### config.mk
export PLATFORM = sky130hd
export DESIGN_NAME = demux_1_to_2
export DESIGN_NICKNAME = d
export VERILOG_FILES = /design/src/rtl/mips_accel_pkg.sv /design/src/rtl/demux_out_buf.sv /design/src/rtl/demux_1_to_2.sv
export SDC_FILE = /design/constraint.sdc
export NUM_CORES = 1
export LEC_CHECK = 0
export ABC_AREA = 1
export BUFFER_PORTS_ARGS = -buffer_cell sky130_fd_sc_hd__buf_2
export CORE_MARGIN = 1.5
export CORE_UTILIZATION = 39
export CTS_CLUSTER_SIZE = 12
export DETAILED_ROUTE_END_ITERATION = 10
export PLACE_DENSITY = 0.68
export SYNTH_ARGS = -nofsm -noshare
export SYNTH_HDL_FRONTEND = slang
export SYNTH_HIERARCHICAL = 1
export SYNTH_SLANG_ARGS = --single-unit
### constraint.sdc
create_clock -name CLK -period 2.27 [get_ports CLK]
set_input_delay 0.454 -clock CLK [delete_from_list [all_inputs] [get_ports CLK]]
set_output_delay 0.454 -clock CLK [all_outputs]
set_load 0.02 [all_outputs]
### src/rtl/mips_accel_pkg.sv
// Shared constants for the MIPS accelerator datapath blocks.
package mips_accel_pkg;
  localparam int WORD_W    = 32;
  localparam int BUF_DEPTH = 2;
  localparam int CNT_W     = 16;
  localparam int OCC_W     = $clog2(BUF_DEPTH + 1);
endpackage

### src/rtl/demux_out_buf.sv
// Two-entry circular output buffer; push visible on head after one edge.
// Pushes while full and pops while empty are ignored; head reads 0 when empty.
module demux_out_buf
  import mips_accel_pkg::*;
#(
  parameter int WIDTH = WORD_W
) (
  input  logic             clk,
  input  logic             rst,
  input  logic             push,
  input  logic [WIDTH-1:0] push_data,
  input  logic             pop,
  output logic [OCC_W-1:0] count,
  output logic             head_vld,
  output logic [WIDTH-1:0] head_data
);

  localparam logic [OCC_W-1:0] FULL = OCC_W'(BUF_DEPTH);

  logic [WIDTH-1:0] mem [BUF_DEPTH];
  logic             wr_ptr;
  logic             rd_ptr;
  logic             do_push;
  logic             do_pop;

  assign do_push = push && (count < FULL);
  assign do_pop  = pop && (count != '0);

  // Depth is two, so a 1-bit pointer toggle is the 1 -> 0 wrap.
  always_ff @(posedge clk) begin
    if (rst) begin
      wr_ptr <= 1'b0;
      rd_ptr <= 1'b0;
      count  <= '0;
      for (int i = 0; i < BUF_DEPTH; i++) begin
        mem[i] <= '0;
      end
    end else begin
      if (do_push) begin
        mem[wr_ptr] <= push_data;
        wr_ptr      <= ~wr_ptr;
      end
      if (do_pop) begin
        rd_ptr <= ~rd_ptr;
      end
      case ({do_push, do_pop})
        2'b10:   count <= count + 1'b1;
        2'b01:   count <= count - 1'b1;
        default: count <= count;
      endcase
    end
  end

  assign head_vld  = (count != '0);
  assign head_data = head_vld ? mem[rd_ptr] : '0;

endmodule

### src/rtl/demux_1_to_2.sv
// 1-to-2 demux with 2-deep per-port buffers, 1-cycle latency; IN_READY stalls on the
// selected buffer's occupancy only. Optional transfer counters under DEMUX_STATS_EN.
module demux_1_to_2
  import mips_accel_pkg::*;
#(
  parameter int WIDTH = WORD_W,
  parameter int DEPTH = BUF_DEPTH
) (
  input  logic             CLK,
  input  logic             RST,
  input  logic             IN_VALID,
  output logic             IN_READY,
  input  logic             IN_SEL,
  input  logic [WIDTH-1:0] IN_DATA,
  output logic             A_VALID,
  input  logic             A_READY,
  output logic [WIDTH-1:0] A_DATA,
  output logic             B_VALID,
  input  logic             B_READY,
  output logic [WIDTH-1:0] B_DATA
`ifdef DEMUX_STATS_EN
  ,
  output logic [CNT_W-1:0] CNT_A,
  output logic [CNT_W-1:0] CNT_B
`endif
);

  if (DEPTH != BUF_DEPTH) begin : g_bad_depth
    $error("demux_1_to_2 supports only DEPTH == 2");
  end

  localparam logic [OCC_W-1:0] FULL = OCC_W'(BUF_DEPTH);

  logic [OCC_W-1:0] cnt_a;
  logic [OCC_W-1:0] cnt_b;
  logic             push_a;
  logic             push_b;
  logic             pop_a;
  logic             pop_b;

  // No pop credit: a full buffer refuses even if its consumer drains this edge.
  assign IN_READY = IN_SEL ? (cnt_b < FULL) : (cnt_a < FULL);

  assign push_a = IN_VALID && IN_READY && !IN_SEL;
  assign push_b = IN_VALID && IN_READY && IN_SEL;
  assign pop_a  = A_VALID && A_READY;
  assign pop_b  = B_VALID && B_READY;

  demux_out_buf #(.WIDTH(WIDTH)) u_buf_a (
    .clk       (CLK),
    .rst       (RST),
    .push      (push_a),
    .push_data (IN_DATA),
    .pop       (pop_a),
    .count     (cnt_a),
    .head_vld  (A_VALID),
    .head_data (A_DATA)
  );

  demux_out_buf #(.WIDTH(WIDTH)) u_buf_b (
    .clk       (CLK),
    .rst       (RST),
    .push      (push_b),
    .push_data (IN_DATA),
    .pop       (pop_b),
    .count     (cnt_b),
    .head_vld  (B_VALID),
    .head_data (B_DATA)
  );

`ifdef DEMUX_STATS_EN
  always_ff @(posedge CLK) begin
    if (RST) begin
      CNT_A <= '0;
      CNT_B <= '0;
    end else begin
      if (push_a) CNT_A <= CNT_A + 1'b1;
      if (push_b) CNT_B <= CNT_B + 1'b1;
    end
  end
`endif

endmodule

# --- Yosys cells after proc, flatten, opt, wreduce, memory -nomap -nowiden ---
# Memories as Yosys holds them, arrays and structs flattened. A register that Yosys moved wholly into a read port is not among the register bits.
# Index checks and enable logic that the tools add are counted.
word_totals:
  out_inout_bits: 67
  ram_bits: 128
  word_cells: 61
  memories: 2
  reg_bits: 8
  inputBits: 38
classes:
  n_lt_le_gt_ge: 2
  n_reduce_logical: 16
  bitwise_logic: 4
  n_eq_ne: 4
  n_mux: 23
  add_sub_neg: 4
mem_list:
  columns: ["name", "words", "width", "read_ports", "rd_ports_with_merged_regs", "write_ports", "line_no", "source"]
  rows:
  - ["u_buf_a.mem", 2, 32, 1, 1, 2, "demux_out_buf.sv:20", "logic [WIDTH-1:0] mem [BUF_DEPTH];"]
  - ["u_buf_b.mem", 2, 32, 1, 1, 2, "demux_out_buf.sv:20", null]
ops:
  columns: ["op", "count"]
  rows:
  - ["32-bit 2-to-1 mux", 4]
  - ["32-bit OR reduction", 2]
  - ["1-bit 2-to-1 mux", 17]
  - ["1-bit logical AND", 9]
  - ["2-bit one-hot mux with 2 select lines", 2]
  - ["2-bit nonzero test", 4]
  - ["2-bit by 1-bit adder with 2-bit output (second input constant)", 2]
  - ["2-bit by 1-bit equality test with 1-bit output (second input constant)", 2]
  - ["2-bit equality test (second input constant)", 2]
  - ["2-bit < comparator (second input constant)", 2]
  - ["1-bit NOT", 4]
  - ["2-bit by 1-bit subtractor with 2-bit output (second input constant)", 2]
  - ["1-bit logical NOT", 1]

# --- Logic depth before layout (Yosys ltp) ---
logic_depth:
  depth_word: 10
  ltp_mapped: 13
  mapped_depth_nobuf: 12

# --- Modules after synthesis ---
# The synthesis kept the hierarchy.
modules_own_cells:
  columns: ["mod", "seq_area_each_um2", "cells_each", "instances", "area_per_inst_um2"]
  rows:
  - ["demux_out_buf", 2021.9, 312, 2, 3106.7]
  - ["demux_1_to_2", 0.0, 13, 1, 53.8]

# --- Worst setup path after synthesis ---
# Ideal clock, no wire load.
synth_timing:
  path_type: "input port to flip-flop"
  from: "input port IN_VALID"
  to: "memory u_buf_b/mem[0][0] in the netlist's numbering (enable)"
  stages: 7
  path_slack_ns: 0.011
  required_time_ns: 1.881
  setup_time_ns: 0.389
  arrival_time_ns: 1.869
  cell_sequence: "inv_1 nor2_1 nand2_2 nor2_4 nand2_4 buf_6 nand2_1"
synth_rtl:
  columns: ["item", "line_no", "source"]
  rows:
  - ["from (decl)", "demux_1_to_2.sv:11", "input logic IN_VALID,"]
  - ["to (decl)", "demux_out_buf.sv:20", null]

==> impl_metrics.env <==
export IMPL_commonest_cells_in_the_synthesized_netlist="150 x sky130_fd_sc_hd__nand2_1, 133 x sky130_fd_sc_hd__nor2_1, 128 x sky130_fd_sc_hd__edfxtp_1"
export IMPL_numPortBuffers=104
export IMPL_die_area_mm2=0.0168
export IMPL_grt_setup_unrepaired="false"
export IMPL_most_area_hungry_cell_type_in_the_yosys_netlist="sky130_fd_sc_hd__edfxtp_1"
export IMPL_p_sw_share_pct=24.8
export IMPL_timing_reg2reg_setup_slack_ns=0.31
export IMPL_number_of_filler_instances_in_the_final_layout=1493
export IMPL_rows=46
export IMPL_worst_hold_class="in2reg"
export IMPL_worstSkewPairLatency_ns=0.41
export IMPL_via_count_of_the_first_global_routing_pass=4300
export IMPL_peakVddDrop_mv=0.616
export IMPL_grt_use_total_pct=18.6
export IMPL_final_hold_viol_count=0
export IMPL_finalCritPeriodShare_pct=94.7
export IMPL_clock_sink_count=138
export IMPL_crit_path_end="A_DATA[2]"
export IMPL_htreeDepth=4
export IMPL_post_route_drc_count=0
export IMPL_die_h_um=130
export IMPL_detailedRoute_firstPassIterationCount=4
export IMPL_final_nets=789
export IMPL_cts_hold_buffers_added=0
export IMPL_setup_viol=0
export IMPL_critical_path_max_fanout=32
export IMPL_hold_worst_slack_ns=0.374
export IMPL_grt_start_max_net_pins=34
export IMPL_antenna_violating_nets_post_route=0
export IMPL_yosys_register_bits=138
export IMPL_dp_cells=945
export IMPL_slew_viol_final=0
export IMPL_outcome="complete, no violations"
export IMPL_cts_made_buffers=17
export IMPL_power_density_mw_per_mm2=830
export IMPL_regToRegEndpoint="u_buf_a/count[1]$_SDFFE_PP0P_"
export IMPL_synth_seq_area_share_pct=64.5
export IMPL_insertedDiodeCount=0
export IMPL_worst_r2r_cell_count=12
export IMPL_critPathCaptureType="primary output"
export IMPL_setup_ws_ns=0.121
export IMPL_ioPinCount=105
export IMPL_worst_r2r_startpoint="u_buf_a/count[1]$_SDFFE_PP0P_"
export IMPL_p_switching_mw=1.56
export IMPL_synth_yosys_warnings=6
export IMPL_maxCapViolations=0
export IMPL_finalPower_mw=6.29
export IMPL_cts_tree="built"
export IMPL_timing_critical_path_from_type="flip-flop"
export IMPL_pwr_share_seq_pct=47.3
export IMPL_cts_post_setup_buffers_inserted=0
export IMPL_crit_slowest_cell="sky130_fd_sc_hd__buf_4"
export IMPL_grt_ovfl_total=0
export IMPL_timing_critical_path_cells="buf_4 > nand2_1 > a21oi_1 > buf_2"
export IMPL_fin_tns_setup_ns=0
export IMPL_syn_area_mm2=0.00627
export IMPL_route_detailed_vias_per_inst=4.67
export IMPL_layout_cells_non_filler=978
export IMPL_number_of_enable_flip_flop_cells_after_synthesis=128
export IMPL_postSynthNetCount=677
export IMPL_maxSlewHeadroom_pct=62.9
export IMPL_core_area_mm2=0.0158
export IMPL_clkTransAtPathRegs_ns=0.06
export IMPL_synth_top_cell_area_share_pct=61.3
export IMPL_max_slew_worst_pin_slew_ns=0.555
export IMPL_most_instantiated_library_cell_after_synthesis="sky130_fd_sc_hd__nand2_1"
export IMPL_count_of_cell_types_in_the_netlist=20
export IMPL_netlist_instances=637
export IMPL_postRouteWirelength_um=14900
export IMPL_place_ws_ns=0.351
export IMPL_detailroute_via_count=4572
export IMPL_synthTopCellsByArea="sky130_fd_sc_hd__edfxtp_1 61%, sky130_fd_sc_hd__nand2_1 9.0%, sky130_fd_sc_hd__nor2_1 8.0%"
export IMPL_clockBufferDepth=2
export IMPL_syn_area_per_cell_um2=9.84
export IMPL_clock_skew_ns=0.00663
export IMPL_number_of_antenna_violations_at_the_first_check_in_global_routing=2
export IMPL_wl_per_cell_um=15.2
export IMPL_area_delta_synth_final_pct=20.9
export IMPL_die_wd_um=130
export IMPL_critical_path_class="reg2out"
export IMPL_postCtsResizedCells=0
export IMPL_detailed_place_hpwl_um=9640
export IMPL_gp_routability_congestion=0.741
export IMPL_timing_critical_path_arrival_ns=1.70
export IMPL_ctsRootBufferMaster="sky130_fd_sc_hd__clkbuf_16"
export IMPL_final_layout_size_suffix_gt1_share_pct=23.6
export IMPL_fmax_ghz=0.465
export IMPL_initial_utilization_pct=39.7
export IMPL_crit_path_max_incr_delay_ns=0.35
export IMPL_timing_final_crit_period_ns=2.15
export IMPL_synth_async_sr_flop_share_pct=0
export IMPL_critPathRequiredTime_ns=1.82
export IMPL_drt_initial_drc_count=395
export IMPL_global_route_wire_length_before_repair_um=22800
export IMPL_intPower_mw=4.73
export IMPL_leading_register_cell_type_out_of_synthesis="sky130_fd_sc_hd__edfxtp_1"
export IMPL_comb_power_share_pct=11.4
export IMPL_static_leakage_power_nw=3.42
export IMPL_share_clk_of_total_power_pct=41.4
==> per-layer routing <==
metal	track usage, %	vias up	share of wire [%]
met4	6.47	4	1.5
li1	-	2254	-
met1	23.0	2165	42
met5	0	-	0.15
met3	5.37	20	6.2
met2	31.3	129	50
==> power groups by stage <==
stage	Sequential, mW	Clock, mW	Combinational (mW)
after CTS	2.97	2.65	0.725
after global placement	3.02	0	0.706
after global routing	2.99	2.77	0.784
after floorplan	3.02	0	0.451
after detailed placement	3.02	0	0.716
final	2.97	2.60	0.714
==> metrics by stage <==
stage               utilization (%)  instance area [um2]
finish                         48.1                 7580
global route                   48.1                 7580
CTS                            48.1                 7580
detailed placement             44.5                 7010
global placement               44.5                 7010
floorplan                         -                 6270
==> layout by cell type (no fill, tap or decap) <==
cell type / Yosys / routed
sky130_fd_sc_hd__a21oi_1: 66 / 66
sky130_fd_sc_hd__buf_12: 0 / 4
sky130_fd_sc_hd__buf_2: 14 / 104
sky130_fd_sc_hd__buf_4: 6 / 16
sky130_fd_sc_hd__bufinv_16: 0 / 2
sky130_fd_sc_hd__clkbuf_1: 0 / 1
sky130_fd_sc_hd__clkbuf_16: 0 / 17
sky130_fd_sc_hd__clkinv_1: 3 / 5
sky130_fd_sc_hd__clkinv_2: 0 / 5
sky130_fd_sc_hd__clkinv_4: 0 / 1
sky130_fd_sc_hd__clkinvlp_4: 0 / 4
sky130_fd_sc_hd__dfxtp_1: 10 / 10
sky130_fd_sc_hd__edfxtp_1: 128 / 128
sky130_fd_sc_hd__ha_1: 2 / 2
sky130_fd_sc_hd__inv_1: 81 / 81
sky130_fd_sc_hd__inv_2: 2 / 2
sky130_fd_sc_hd__nand2_1: 150 / 150
sky130_fd_sc_hd__nand2_2: 3 / 3
sky130_fd_sc_hd__nand2_4: 2 / 2
sky130_fd_sc_hd__nand3_1: 2 / 2
sky130_fd_sc_hd__nand4_1: 2 / 2
sky130_fd_sc_hd__nand4_4: 2 / 2
sky130_fd_sc_hd__nor2_1: 133 / 133
sky130_fd_sc_hd__nor2_2: 15 / 15
sky130_fd_sc_hd__nor2_4: 2 / 3
sky130_fd_sc_hd__o21ai_0: 2 / 2
==> critical path: cells and delay by family (launching register included) <==
family          cells  cell delay, ns
buf+inv             2            0.58
flops               1            0.32
simple gates        1            0.09
compound gates      1            0.29
==> cell type report <==
| type | instances | area [um2] | share of cell area, % |
|---|---|---|---|
| tap | 216 | 270 | 3.57 |
| clock inverter | 14 | 131 | 1.73 |
| inverter | 86 | 323 | 4.26 |
| sequential | 138 | 4040 | 53.4 |
| timing repair buffer | 124 | 721 | 9.51 |
| multi-input combinational | 382 | 1660 | 21.9 |
| clock buffer | 18 | 429 | 5.66 |
==> flip-flops by register name (all words and copies together), names as in the netlist, named ones only <==
name / count
u_buf_a/count: 2
u_buf_b/mem: 64
u_buf_b/rd_ptr: 1
u_buf_a/rd_ptr: 1
u_buf_b/count: 2
u_buf_a/wr_ptr: 1
u_buf_b/wr_ptr: 1
u_buf_a/mem: 64
==> kinds of logic after synthesis <==
group,count (synthesis),share of synthesized area [%]
compound gates,68,5.43
fa+ha+maj,2,0.399
buf+inv,118,9.14
flops,138,64.5
simple gates,311,20.5
==> worst min path at each step <==
stage | start | to | slack, ns | depth (start not counted)
after global routing | IN_DATA[10] | u_buf_b/mem[1][10]$_SDFFCE_PN0P_ | 0.37 | 3
after CTS | IN_DATA[10] | u_buf_b/mem[1][10]$_SDFFCE_PN0P_ | 0.36 | 3
final | IN_DATA[10] | u_buf_b/mem[1][10]$_SDFFCE_PN0P_ | 0.37 | 3
after floorplan | u_buf_a/rd_ptr$_SDFFE_PP0P_ | flip-flop | 0.47 | 2
after global placement | u_buf_b/rd_ptr$_SDFFE_PP0P_ | u_buf_b/rd_ptr$_SDFFE_PP0P_ | 0.48 | 2
after detailed placement | u_buf_a/rd_ptr$_SDFFE_PP0P_ | u_buf_a/rd_ptr$_SDFFE_PP0P_ | 0.49 | 2
Note: power is estimated with default switching activity, not from simulation.
